==> src/rtl/uart_tx_scheduler_pkg.sv <==
// Shared definitions for the UART transmit scheduler: register offsets,
// STATUS bit positions, FSM encodings and the STATUS word packer.
package uart_tx_scheduler_pkg;

    localparam logic UART_TXDATA_OFS = 1'b0;
    localparam logic UART_STATUS_OFS = 1'b1;

    localparam int ST_BUSY    = 0;
    localparam int ST_FULL    = 1;
    localparam int ST_EMPTY   = 2;
    localparam int ST_OVF     = 3;
    localparam int ST_CNT_LSB = 8;

    localparam logic [1:0] S_IDLE      = 2'd0;
    localparam logic [1:0] S_LAUNCH    = 2'd1;
    localparam logic [1:0] S_WAIT_ACK  = 2'd2;
    localparam logic [1:0] S_WAIT_DONE = 2'd3;

    typedef struct packed {
        logic       busy;
        logic       full;
        logic       empty;
        logic       overflow;
        logic [7:0] count;
    } status_t;

    function automatic logic [31:0] pack_status(input status_t s);
        logic [31:0] w;
        w                     = '0;
        w[ST_BUSY]            = s.busy;
        w[ST_FULL]            = s.full;
        w[ST_EMPTY]           = s.empty;
        w[ST_OVF]             = s.overflow;
        w[ST_CNT_LSB +: 8]    = s.count;
        return w;
    endfunction

endpackage

==> src/rtl/uart_tx_scheduler_sync_fifo.sv <==
// Generic synchronous FIFO with occupancy count; full/empty derive from the
// count alone so the pointers can wrap freely. Shared with the future RX path.
module sync_fifo #(
    parameter int  WIDTH = 8,
    parameter int  DEPTH = 16,
    localparam int AW    = $clog2(DEPTH),
    localparam int CNT_W = AW + 1
) (
    input  logic             clk,
    input  logic             rst_n,
    input  logic             push_i,
    input  logic [WIDTH-1:0] push_data_i,
    input  logic             pop_i,
    output logic [WIDTH-1:0] pop_data_o,
    output logic [CNT_W-1:0] count_o,
    output logic             full_o,
    output logic             empty_o
);

    logic [WIDTH-1:0] mem_q [DEPTH];
    logic [AW-1:0]    wr_ptr_q;
    logic [AW-1:0]    rd_ptr_q;
    logic [CNT_W-1:0] count_q;
    logic             do_push;
    logic             do_pop;

    assign full_o     = (count_q == CNT_W'(DEPTH));
    assign empty_o    = (count_q == '0);
    assign do_push    = push_i & ~full_o;
    assign do_pop     = pop_i & ~empty_o;
    assign count_o    = count_q;
    assign pop_data_o = mem_q[rd_ptr_q];

    always_ff @(posedge clk or negedge rst_n) begin
        if (!rst_n) begin
            wr_ptr_q <= '0;
            rd_ptr_q <= '0;
            count_q  <= '0;
        end else begin
            if (do_push) begin
                wr_ptr_q <= wr_ptr_q + AW'(1);
            end
            if (do_pop) begin
                rd_ptr_q <= rd_ptr_q + AW'(1);
            end
            // A simultaneous push and pop leaves the occupancy unchanged.
            case ({do_push, do_pop})
                2'b10:   count_q <= count_q + CNT_W'(1);
                2'b01:   count_q <= count_q - CNT_W'(1);
                default: count_q <= count_q;
            endcase
        end
    end

    always_ff @(posedge clk) begin
        if (do_push) begin
            mem_q[wr_ptr_q] <= push_data_i;
        end
    end

endmodule

==> src/rtl/uart_tx_scheduler.sv <==
// Memory-mapped UART transmit scheduler: queues CPU byte stores and hands
// them to uart_tx one at a time, only while the transmitter is idle.
module uart_tx_scheduler
    import uart_tx_scheduler_pkg::*;
#(
    parameter int  DEPTH = 16,
    localparam int CNT_W = $clog2(DEPTH) + 1
) (
    input  logic        clk,
    input  logic        rst_n,
    input  logic        cs,
    input  logic        write_enable,
    input  logic        read_enable,
    input  logic        addr,
    input  logic [31:0] write_data,
    output logic [31:0] read_data,
    input  logic        tx_busy,
    output logic        tx_start,
    output logic [7:0]  tx_data,
    output logic        irq_tx_empty
);

    logic [1:0]       state_q, state_d;
    logic [7:0]       tx_data_q, tx_data_d;
    logic             overflow_q, overflow_d;
    logic [CNT_W-1:0] fifo_count;
    logic             fifo_full;
    logic             fifo_empty;
    logic [7:0]       fifo_head;
    logic             push_req;
    logic             ovf_clr;
    logic             launch;
    status_t          status;
    logic             unused_wdata;

    assign push_req     = cs & write_enable & (addr == UART_TXDATA_OFS);
    assign ovf_clr      = cs & write_enable & (addr == UART_STATUS_OFS) & write_data[ST_OVF];
    assign launch       = (state_q == S_IDLE) & ~fifo_empty & ~tx_busy;
    assign unused_wdata = ^write_data[31:8];

    sync_fifo #(
        .WIDTH (8),
        .DEPTH (DEPTH)
    ) u_fifo (
        .clk         (clk),
        .rst_n       (rst_n),
        .push_i      (push_req),
        .push_data_i (write_data[7:0]),
        .pop_i       (launch),
        .pop_data_o  (fifo_head),
        .count_o     (fifo_count),
        .full_o      (fifo_full),
        .empty_o     (fifo_empty)
    );

    // WAIT_ACK tolerates a transmitter that raises busy one cycle after the start pulse.
    always_comb begin
        state_d = state_q;
        case (state_q)
            S_IDLE:      if (launch)   state_d = S_LAUNCH;
            S_LAUNCH:                  state_d = S_WAIT_ACK;
            S_WAIT_ACK:  if (tx_busy)  state_d = S_WAIT_DONE;
            S_WAIT_DONE: if (!tx_busy) state_d = S_IDLE;
            default:                   state_d = S_IDLE;
        endcase
    end

    always_comb begin
        tx_data_d  = launch ? fifo_head : tx_data_q;
        overflow_d = overflow_q;
        if (push_req && fifo_full) begin
            overflow_d = 1'b1;
        end else if (ovf_clr) begin
            overflow_d = 1'b0;
        end
    end

    always_ff @(posedge clk or negedge rst_n) begin
        if (!rst_n) begin
            state_q    <= S_IDLE;
            tx_data_q  <= 8'h00;
            overflow_q <= 1'b0;
        end else begin
            state_q    <= state_d;
            tx_data_q  <= tx_data_d;
            overflow_q <= overflow_d;
        end
    end

    always_comb begin
        status          = '0;
        status.busy     = (state_q != S_IDLE) | tx_busy;
        status.full     = fifo_full;
        status.empty    = fifo_empty;
        status.overflow = overflow_q;
        status.count    = 8'(fifo_count);
    end

    always_comb begin
        read_data = '0;
        if (cs && read_enable && (addr == UART_STATUS_OFS)) begin
            read_data = pack_status(status);
        end
    end

    assign tx_start     = (state_q == S_LAUNCH);
    assign tx_data      = tx_data_q;
    assign irq_tx_empty = fifo_empty & (state_q == S_IDLE);

endmodule

==> config.mk <==
export PLATFORM = sky130hd
export DESIGN_NAME = uart_tx_scheduler
export DESIGN_NICKNAME = d
export VERILOG_FILES = /design/src/rtl/uart_tx_scheduler_pkg.sv /design/src/rtl/uart_tx_scheduler_sync_fifo.sv /design/src/rtl/uart_tx_scheduler.sv
export SDC_FILE = /design/constraint.sdc
export NUM_CORES = 1
export LEC_CHECK = 0
export ABC_AREA = 1
export BUFFER_PORTS_ARGS = -buffer_cell sky130_fd_sc_hd__buf_2
export CORE_AREA = 5 5 126 128
export CTS_CLUSTER_DIAMETER = 40
export CTS_CLUSTER_SIZE = 14
export DETAILED_ROUTE_END_ITERATION = 7
export DIE_AREA = 0 0 131 133
export HOLD_SLACK_MARGIN = 0.15
export PLACE_DENSITY = 0.69
export SYNTH_ARGS = -nofsm -noshare
export SYNTH_HDL_FRONTEND = slang
export SYNTH_SLANG_ARGS = --single-unit
==> constraint.sdc <==
create_clock -name clk -period 3.8 [get_ports clk]
set_input_delay 0.76 -clock clk [delete_from_list [all_inputs] [get_ports clk]]
set_output_delay 0.76 -clock clk [all_outputs]
set_load 0.05 [all_outputs]
==> out/metrics.yaml, run 1 <==
ant_nets: 0
grt_first_pass_wirelength_um: 24400
cts_buffer_depth: 2
fin_tns_setup_ps: 0
final_hold_viol_count: 0
syn_area_per_cell_um2: 9.82
place_area_um2: 7410
crit_fanout: 15
ir_drop_v: 0.000384
rsz0062_at_grt: "false"
final_max_slew_viol_count: 0
met3_usage_pct: 4.00
ys_ff_latch: 152
core_area_um2: 14800
crit_slowest_cell: "dfrtp_1"
die-width_um: 131
start_kind: "flip-flop"
synth.distinct_cells: 31
endpoint_kind: "flip-flop"
status: "complete, no violations"
utilization_pct: 54.7
root_buffer: "clkbuf_16"
slew_headroom_pct: 39.0
drive_gt1_share_pct: 11.4
finalClockSkew_ps: 6.02
clk_pin_slew_ps: 60
cts_max_level: 4
syn-cell-area_um2: 7170
grt_pass1_vias: 4716
ys_seq_area_share_pct: 62.0
diodes: 0
tightest_slew_ps: 912
gp_congestion: 0.821
critPathArrivalTime_ps: 3280
required_ps: 4120
drcViolationCount: 0
synthesis.instances: 730
portBuffers: 33
synth_top_cell_area_share_pct: 53.6
power_mw: 5.96
fin_crit_sh_pct: 78.0
wl_um: 15200
antenna_found_initial: 0
row_count: 45
cap_violations: 0
vias: 4817
cts-buffers-inserted: 17
drtIter0Drc: 340
cts_tree: "yes"
overflow: 0
synth_common_cells: "222 x nand2_1, 128 x edfxtp_1, 119 x inv_1"
synth_edf_count: 128
leakagePower_nw: 3.70
hold_buffers: 0
clock_sinks: 152
synth_most_common_cell: "nand2_1"
finalSetupViolCount: 0
nNetsFinal: 821
busiest_layer: "met2"
dieArea_um2: 17400
first_pass_iters: 5
async_flop_share_pct: 15.8
syn_to_final_growth_pct: 12.5
grt.met1_usage_pct: 23.8
crit_chain: "inv_1, ha_1, inv_1, nor2_1, nand2_2, inv_1, ha_1, xor2_1, ha_1, inv_1, nand2_1, nand3_1, nand3_1, nand2_1, nand2_1, nand2_1"
cts_setup_buffers: 0
die_y_um: 133
yosysWarnings: 0
powerDensity_nw_per_um2: 739
design_area_um2: 8070
crit_path_max_incr_delay_ps: 410
num-fill-cells: 1266
min_path_type: "input pin to async pin"
worstSkewPairLatency_ps: 420
critPathKind: "flip-flop to flip-flop"
grt_max_degree: 67
fmax_mhz: 337
yosysTopAreaCell: "edfxtp_1"
dp_hpwl_um: 9470
use_met2_pct: 31.0
start_util_pct: 48.6
ctsResizeCount: 0
grt.total_usage_pct: 18.6
wire_per_inst_um: 15.7
ys.flop_type: "edfxtp_1"
vias_per_cell: 4.97
synth.area.top_cells: "edfxtp_1 54%, nand2_1 12%, dfrtp_1 8.4%"
min_period_ps: 2960
ios: 81
==> critical path: cells and delay by family, from the launching register on <==
family | cells | cell delay (ps)
fa+ha+maj | 3 | 770
buf+inv | 4 | 590
simple gates | 8 | 830
xor+xnor | 1 | 270
flops | 1 | 410
==> placed cells by master, fill, tap and decap left out, types with 2 or more instances in the layout <==
cell	count
nand2_4	2
dfrtp_1	23
inv_2	3
nand2_2	2
clkinv_1	4
nor2_1	20
buf_4	16
xor2_1	8
ha_1	13
conb_1	23
clkinvlp_4	3
buf_2	33
o21ai_0	6
nand2_1	222
inv_1	119
clkbuf_16	17
nor3_1	13
clkinv_2	2
bufinv_16	6
nand3_1	104
edfxtp_1	128
==> registers in the layout, indices dropped and copies added, names as in the netlist <==
| signal | count |
|---|---|
| u_fifo.count_o | 5 |
| overflow_q | 1 |
| tx_data | 8 |
| u_fifo.mem_q | 128 |
| state_q | 2 |
| u_fifo.rd_ptr_q | 4 |
| u_fifo.wr_ptr_q | 4 |
==> where the power goes <==
part | internal (mW) | switching [mW]
Clock | 1.22 | 0.638
Combinational | 0.555 | 1.43
Sequential | 1.96 | 0.149
==> worst paths after layout <==
path,from,cells past startpoint,endpoint,slack [ps]
min in group clk,tx_data[3],2,tx_data[3],480
setup reg to reg,state_q[0],16,u_fifo.count_o[4],840
max in group asynchronous,rst_n,1,u_fifo.rd_ptr_q[0],3050
hold reg to reg,tx_data[3],2,tx_data[3],480
setup / recovery,state_q[0],16,u_fifo.count_o[4],840
hold / removal,rst_n,1,tx_data[4],340
==> per-layer routing <==
metal | wire length, um | share of wire (%)
met5 | 0 | 0
met4 | 385 | 2.5
met3 | 1050 | 6.9
met2 | 7800 | 51
met1 | 6000 | 39
==> cells by family after synthesis <==
family | synth area share [%]
other | 0.0523
and+or+nand+nor | 21.8
AOI/OAI and AO/OA | 0.890
muxes | 0.140
DFF | 62.0
xor gates and xnor gates | 1.33
adders and majority gates | 2.27
buffers and inverters | 11.6
==> layout make-up <==
cell class / count / area (um^2) / share of cell area [%]
clock buffers: 18 / 429 / 5.32
clock inverters: 14 / 229 / 2.84
multi-input cells: 425 / 1980 / 24.5
well taps: 188 / 235 / 2.92
inverters: 124 / 465 / 5.77
repair buffers: 49 / 285 / 3.54
flip-flops and latches: 152 / 4450 / 55.1
==> per-stage QoR <==
step           setup WS (ps)  hold slack [ps]  cells
3_5_place_dp             786              466    938
3_3_place_gp             932              464    938
2_1_floorplan            946              463    752
5_1_grt                  528              365    970
6_report                 835              337    970
4_1_cts                  869              339    970
Power figures use the tool's default switching activity.
==> run 2, diff against run 1 <==
- PLACE_DENSITY: 0.69 -> 0.72
- clock period: 3.8 -> 2.7 ns (I/O delays scaled with it)
==> run 2 against run 1 <==
Net effect:
- sequential share of layout area about the same
- via count about the same
- setup slack worse by 500 ps
- critical path type unchanged
- largest cell class unchanged
==> out/metrics.yaml, run 2 (same netlist as run 1, synthesis figures left out) <==
fin_tns_setup_ps: 0  # unchanged
antenna_found_initial: 0  # unchanged
ios: 81  # unchanged
start_util_pct: 48.6  # unchanged
portBuffers: 33  # unchanged
leakagePower_nw: 3.72  # +0.51%
cts_max_level: 4  # unchanged
cts-buffers-inserted: 17  # unchanged
syn_to_final_growth_pct: 12.6  # about the same
die-width_um: 131  # unchanged
worstSkewPairLatency_ps: 430  # about the same
num-fill-cells: 1215  # -4.0%
critPathKind: "flip-flop to flip-flop"
vias_per_cell: 4.92  # -1.0%
largest_reg_flops: 128  # unchanged
critPathArrivalTime_ps: 2690  # -590 ps
gp_congestion: 0.747  # -9.1%
top_register: "u_fifo.mem_q"
final_common_cell: "nand2_1"
ant_nets: 0  # unchanged
min_path_type: "input pin to flip-flop"
grt_max_degree: 67  # unchanged
core_area_um2: 14800  # unchanged
ctsResizeCount: 0  # unchanged
wl_um: 14800  # -2.9%
reg2reg_from: "u_fifo.count_o[3]"
reg2reg_to: "u_fifo.count_o[4]"
setup_ws_ps: 332  # -503 ps
ir_drop_v: 0.000739  # +93%
drcViolationCount: 0  # unchanged
clk_pin_slew_ps: 60  # about the same
nNetsFinal: 831  # +1.2%
mostFrequentLayoutCells: "222 x nand2_1, 128 x edfxtp_1, 119 x inv_1"
diodes: 0  # unchanged
cap_violations: 0  # unchanged
final_hold_viol_count: 0  # unchanged
slew_headroom_pct: 53.3  # +14 points
final_max_slew_viol_count: 0  # unchanged
grt_pass1_vias: 4622  # -2.0%
crit_fanout: 16  # +1
cts_buffer_depth: 2  # unchanged
multi_input_area_um2: 1980  # unchanged
tightest_slew_ps: 700  # -211 ps
hold_ws_ps: 446  # +109 ps
required_ps: 3020  # -1100 ps
endpoint: "u_fifo.count_o[4]"
status: "complete, no violations"
cts_tree: "yes"
dp_hpwl_um: 9140  # -3.5%
critPathLaunch: "u_fifo.count_o[3]"
place_ws_ps: 333  # -452 ps
min_period_ps: 2370  # -597 ps
wire_per_inst_um: 15.1  # -3.8%
grt_first_pass_wirelength_um: 23200  # -5.0%
fin_crit_sh_pct: 87.7  # +9.7 points
overflow: 0  # unchanged
drtIter0Drc: 365  # +7.4%
reg2reg_setup_slack_ps: 330  # -500 ps
grt.total_usage_pct: 17.8  # -0.83 points
row_count: 45  # unchanged
dieArea_um2: 17400  # unchanged
endpoint_kind: "flip-flop"
start_kind: "flip-flop"
rsz0062_at_grt: "false"
register_area_um2: 4450  # unchanged
vias: 4813  # -0.083%
finalSetupViolCount: 0  # unchanged
fmax_mhz: 422  # +25%
first_pass_iters: 5  # unchanged
powerDensity_nw_per_um2: 1000  # +36%
finalClockSkew_ps: 8.00  # +1.98 ps
die_y_um: 133  # unchanged
clock_sinks: 152  # unchanged
drive_gt1_share_pct: 12.4  # +1.0 points
root_buffer: "clkbuf_16"
ff2ff_path_depth: 15  # -1
run 2: changes by cell type in the layout (fill, tap and decap cells not counted), moves of 2 or more:
cell,change
buf_4,+8
inv_6,+4
bufinv_16,-4
clkinv_4,+2
run 2: how the worst min path moves through the flow:
stage / from / to / depth (start not counted)
2_1_floorplan: rst_n / overflow_q / 0
3_3_place_gp: tx_data[4] / tx_data[4] / 2
3_5_place_dp: tx_data[4] / tx_data[4] / 2
4_1_cts: cs / overflow_q / 3
5_1_grt: cs / overflow_q / 3
6_report: cs / overflow_q / 3
run 2: layout make-up:
| cell class | count | share of cell area [%] |
|---|---|---|
| clock inverter | 13 | 1.80 |
| timing repair buffer | 59 | 4.65 |
| tap | 188 | 2.91 |
| sequential | 152 | 55.1 |
| inverter | 124 | 5.76 |
| multi-input combinational | 425 | 24.5 |
| clock buffer | 18 | 5.31 |
run 2: worst max-delay path, stage by stage (launching register included):
cell     delay, ps
dfrtp_1        450
nor2_2         160
nand3_1        100
inv_1           80
nand2_1         80
nand2_4        190
ha_1           330
xor2_1         210
ha_1           170
inv_1           40
nand2_1         90
nand3_1        110
nand3_1         90
nand2_1         50
nand2_1         50
nand2_1         50
run 2: metrics by stage:
step	util [%]	std cells	cell area [um^2]	power, mW
6_report	54.7	979	8080	8.09
5_1_grt	54.7	979	8080	8.61
4_1_cts	54.7	979	8080	8.13
3_5_place_dp	50.8	947	7490	5.81
3_3_place_gp	50.8	947	7490	5.76
2_1_floorplan	-	752	7250	5.18
run 2: report_power, final:
part | switching (mW) | leakage, nW | internal [mW]
registers | 0.170 | 1.45 | 2.76
clock network | 0.939 | 0.275 | 1.36
logic | 2.02 | 2.00 | 0.832
run 2: layer usage:
layer / vias to the layer above / track usage, % / share of wire [%]
met4: 0 / 4.74 / 1.8
li1: 2382 / - / -
met2: 148 / 29.9 / 50
met5: - / 0 / 0
met3: 21 / 5.57 / 6.5
met1: 2262 / 22.2 / 42
run 2: what timing repair did:
| action | in CTS | in global routing |
|---|---|---|
| buffers inserted | 0 | 0 |
| hold buffers | 1 | 0 |
| endpoints found under the hold margin | 24 | 0 |
==> run 3, diff against run 2 <==
- PLACE_DENSITY: 0.72 -> 0.77
==> run 3 against run 2 <==
Net effect:
- sequential power is essentially flat
- register-to-register slack improved by 20 ps
- global-route usage is essentially flat
- via count up 2.7%
- total power increased by 0.36%
- worst hold slack gained 0.57 ps
- combinational power is essentially flat
- non-clock buffer count grew 3
- first-iteration DRC count up 17%
- final cell count increased by 0.41%
- sequential share of layout area shrank 0.23 points
- clock power is essentially flat
- critical endpoint unchanged
- largest power group unchanged
==> out/metrics.yaml, run 3 (same netlist as run 1, synthesis figures left out) <==
core_area_um2: 14800  # unchanged
crit_path_max_incr_delay_ps: 410  # -40 ps
leakagePower_nw: 3.74  # +0.52%
die_y_um: 133  # unchanged
ios: 81  # unchanged
met3_usage_pct: 4.32  # -1.3 points
gp_congestion: 0.798  # +6.8%
vias: 4945  # +2.7%
first_pass_iters: 5  # unchanged
tightest_slew_ps: 718  # +17.8 ps
drtIter0Drc: 427  # +17%
holdPathEnd: "overflow_q"
grt_max_degree: 67  # unchanged
slew_headroom_pct: 52.1  # -1.2 points
hold_depth: 3  # unchanged
endpoint_kind: "flip-flop"
critPathArrivalTime_ps: 2660  # -30 ps
ir_drop_v: 0.000784  # +6.2%
vias_per_cell: 5.03  # +2.3%
portBuffers: 33  # unchanged
crit_chain: "inv_1, ha_1, inv_1, nor2_1, nand2_2, inv_1, ha_1, xor2_1, ha_1, inv_1, nand2_1, nand3_1, nand3_1, nand2_1, nand2_1, nand2_1"
busiest_layer: "met2"
wl_um: 14800  # +0.22%
overflow: 0  # unchanged
top_register: "u_fifo.mem_q"
fin_tns_setup_ps: 0  # unchanged
cts_max_level: 4  # unchanged
fin_crit_sh_pct: 87.1  # -0.61 points
clock_sinks: 152  # unchanged
cpLargestDelayFamily: "simple AND/OR/NAND/NOR gates"
cap_violations: 0  # unchanged
final_max_slew_viol_count: 0  # unchanged
design_area_um2: 8110  # +0.42%
cts_buffer_depth: 2  # unchanged
min_period_ps: 2350  # -16.4 ps
worstHoldStart: "cs"
diodes: 0  # unchanged
dp_hpwl_um: 9120  # -0.26%
setup_ws_ps: 349  # +16.4 ps
powerDensity_nw_per_um2: 1000  # about the same
place_area_um2: 7510  # +0.30%
drcViolationCount: 0  # unchanged
final_hold_viol_count: 0  # unchanged
drive_gt1_share_pct: 12.6  # +0.19 points
grt_pass1_vias: 4699  # +1.7%
grt_first_pass_wirelength_um: 23400  # +0.98%
utilization_pct: 55.0  # +0.23 points
antenna_found_initial: 0  # unchanged
fmax_mhz: 425  # +0.70%
reg2reg_from: "state_q[0]"
row_count: 45  # unchanged
crit_fanout: 5  # -11
nNetsFinal: 834  # +0.36%
critPathKind: "flip-flop to flip-flop"
start_kind: "flip-flop"
crit_buf_inv: 4  # +2
die-width_um: 131  # unchanged
final_common_cell: "nand2_1"
use_met2_pct: 29.3  # -0.51 points
root_buffer: "clkbuf_16"
finalSetupViolCount: 0  # unchanged
reg2reg_setup_slack_ps: 350  # +20 ps
grt.met1_usage_pct: 22.8  # +0.55 points
clk_pin_slew_ps: 60  # about the same
cts-buffers-inserted: 17  # unchanged
cts_tree: "yes"
start_util_pct: 48.6  # unchanged
min_path_type: "input pin to flip-flop"
worstSkewPairLatency_ps: 420  # about the same
required_ps: 3010  # about the same
ant_nets: 0  # unchanged
wire_per_inst_um: 15.1  # -0.19%
crit_slowest_cell: "dfrtp_1"
syn_to_final_growth_pct: 13.1
place_ws_ps: 359  # +25.8 ps
ff2ff_path_depth: 16  # +1
largest_reg_flops: 128  # unchanged
dieArea_um2: 17400  # unchanged
finalClockSkew_ps: 6.67  # -1.33 ps
grt.total_usage_pct: 17.8  # about the same
reg2reg_to: "u_fifo.count_o[4]"
status: "complete, no violations"
mostFrequentLayoutCells: "222 x nand2_1, 128 x edfxtp_1, 119 x inv_1"
rsz0062_at_grt: "false"
run 3: through the flow:
stage	power, mW	hold slack (ps)	cells
floorplan	5.18	244	752
finish	8.12	447	983
detailed placement	5.80	466	950
global route	8.62	459	983
global placement	5.73	461	950
CTS	8.14	435	983
run 3: how the worst max path moves through the flow:
stage | cells past startpoint | slack, ps | to | start
finish | 16 | 350 | u_fifo.count_o[4] | state_q[0]
detailed placement | 16 | 360 | u_fifo.count_o[4] | state_q[1]
floorplan | 2 | 290 | read_data[1] | addr
CTS | 16 | 360 | u_fifo.count_o[4] | state_q[0]
global placement | 16 | 400 | u_fifo.count_o[4] | state_q[1]
global route | 17 | 90 | u_fifo.count_o[4] | state_q[0]
run 3: timing repair:
item                                   in CTS  in global routing
resized for setup                           0                  0
setup buffers                               0                  0
endpoints found under the hold margin      24                  0
hold buffers                                1                  0
run 3: where the power goes:
group          internal, mW  switching, mW
combinational         0.826           2.03
clock                  1.44          0.886
sequential             2.76          0.169
total                  5.03           3.09
run 3: worst reg2reg max path, stage by stage (launching register included):
cell and delay (ps):
dfrtp_1 410, inv_1 120, ha_1 180, inv_1 60
nor2_1 160, nand2_2 80, inv_1 70, ha_1 290
xor2_1 220, ha_1 170, inv_1 40, nand2_1 90
nand3_1 110, nand3_1 90, nand2_1 50, nand2_1 50
nand2_1 50
run 3: final cells by class:
cell class | instances | area [um^2]
Fill cell | 1205 | 6640
Clock inverter | 14 | 156
Multi-Input combinational cell | 425 | 1980
Inverter | 124 | 465
Clock buffer | 18 | 429
Timing Repair Buffer | 62 | 398
Sequential cell | 152 | 4450
Tap cell | 188 | 235
run 3: metal layers:
metal  share of wire, %  up-vias  wire length [um]
li1                   -     2390                 -
met1                 40     2329              5980
met2                 50      198              7370
met3                8.1       28              1200
met4                2.0        0               291
met5                  0        -                 0
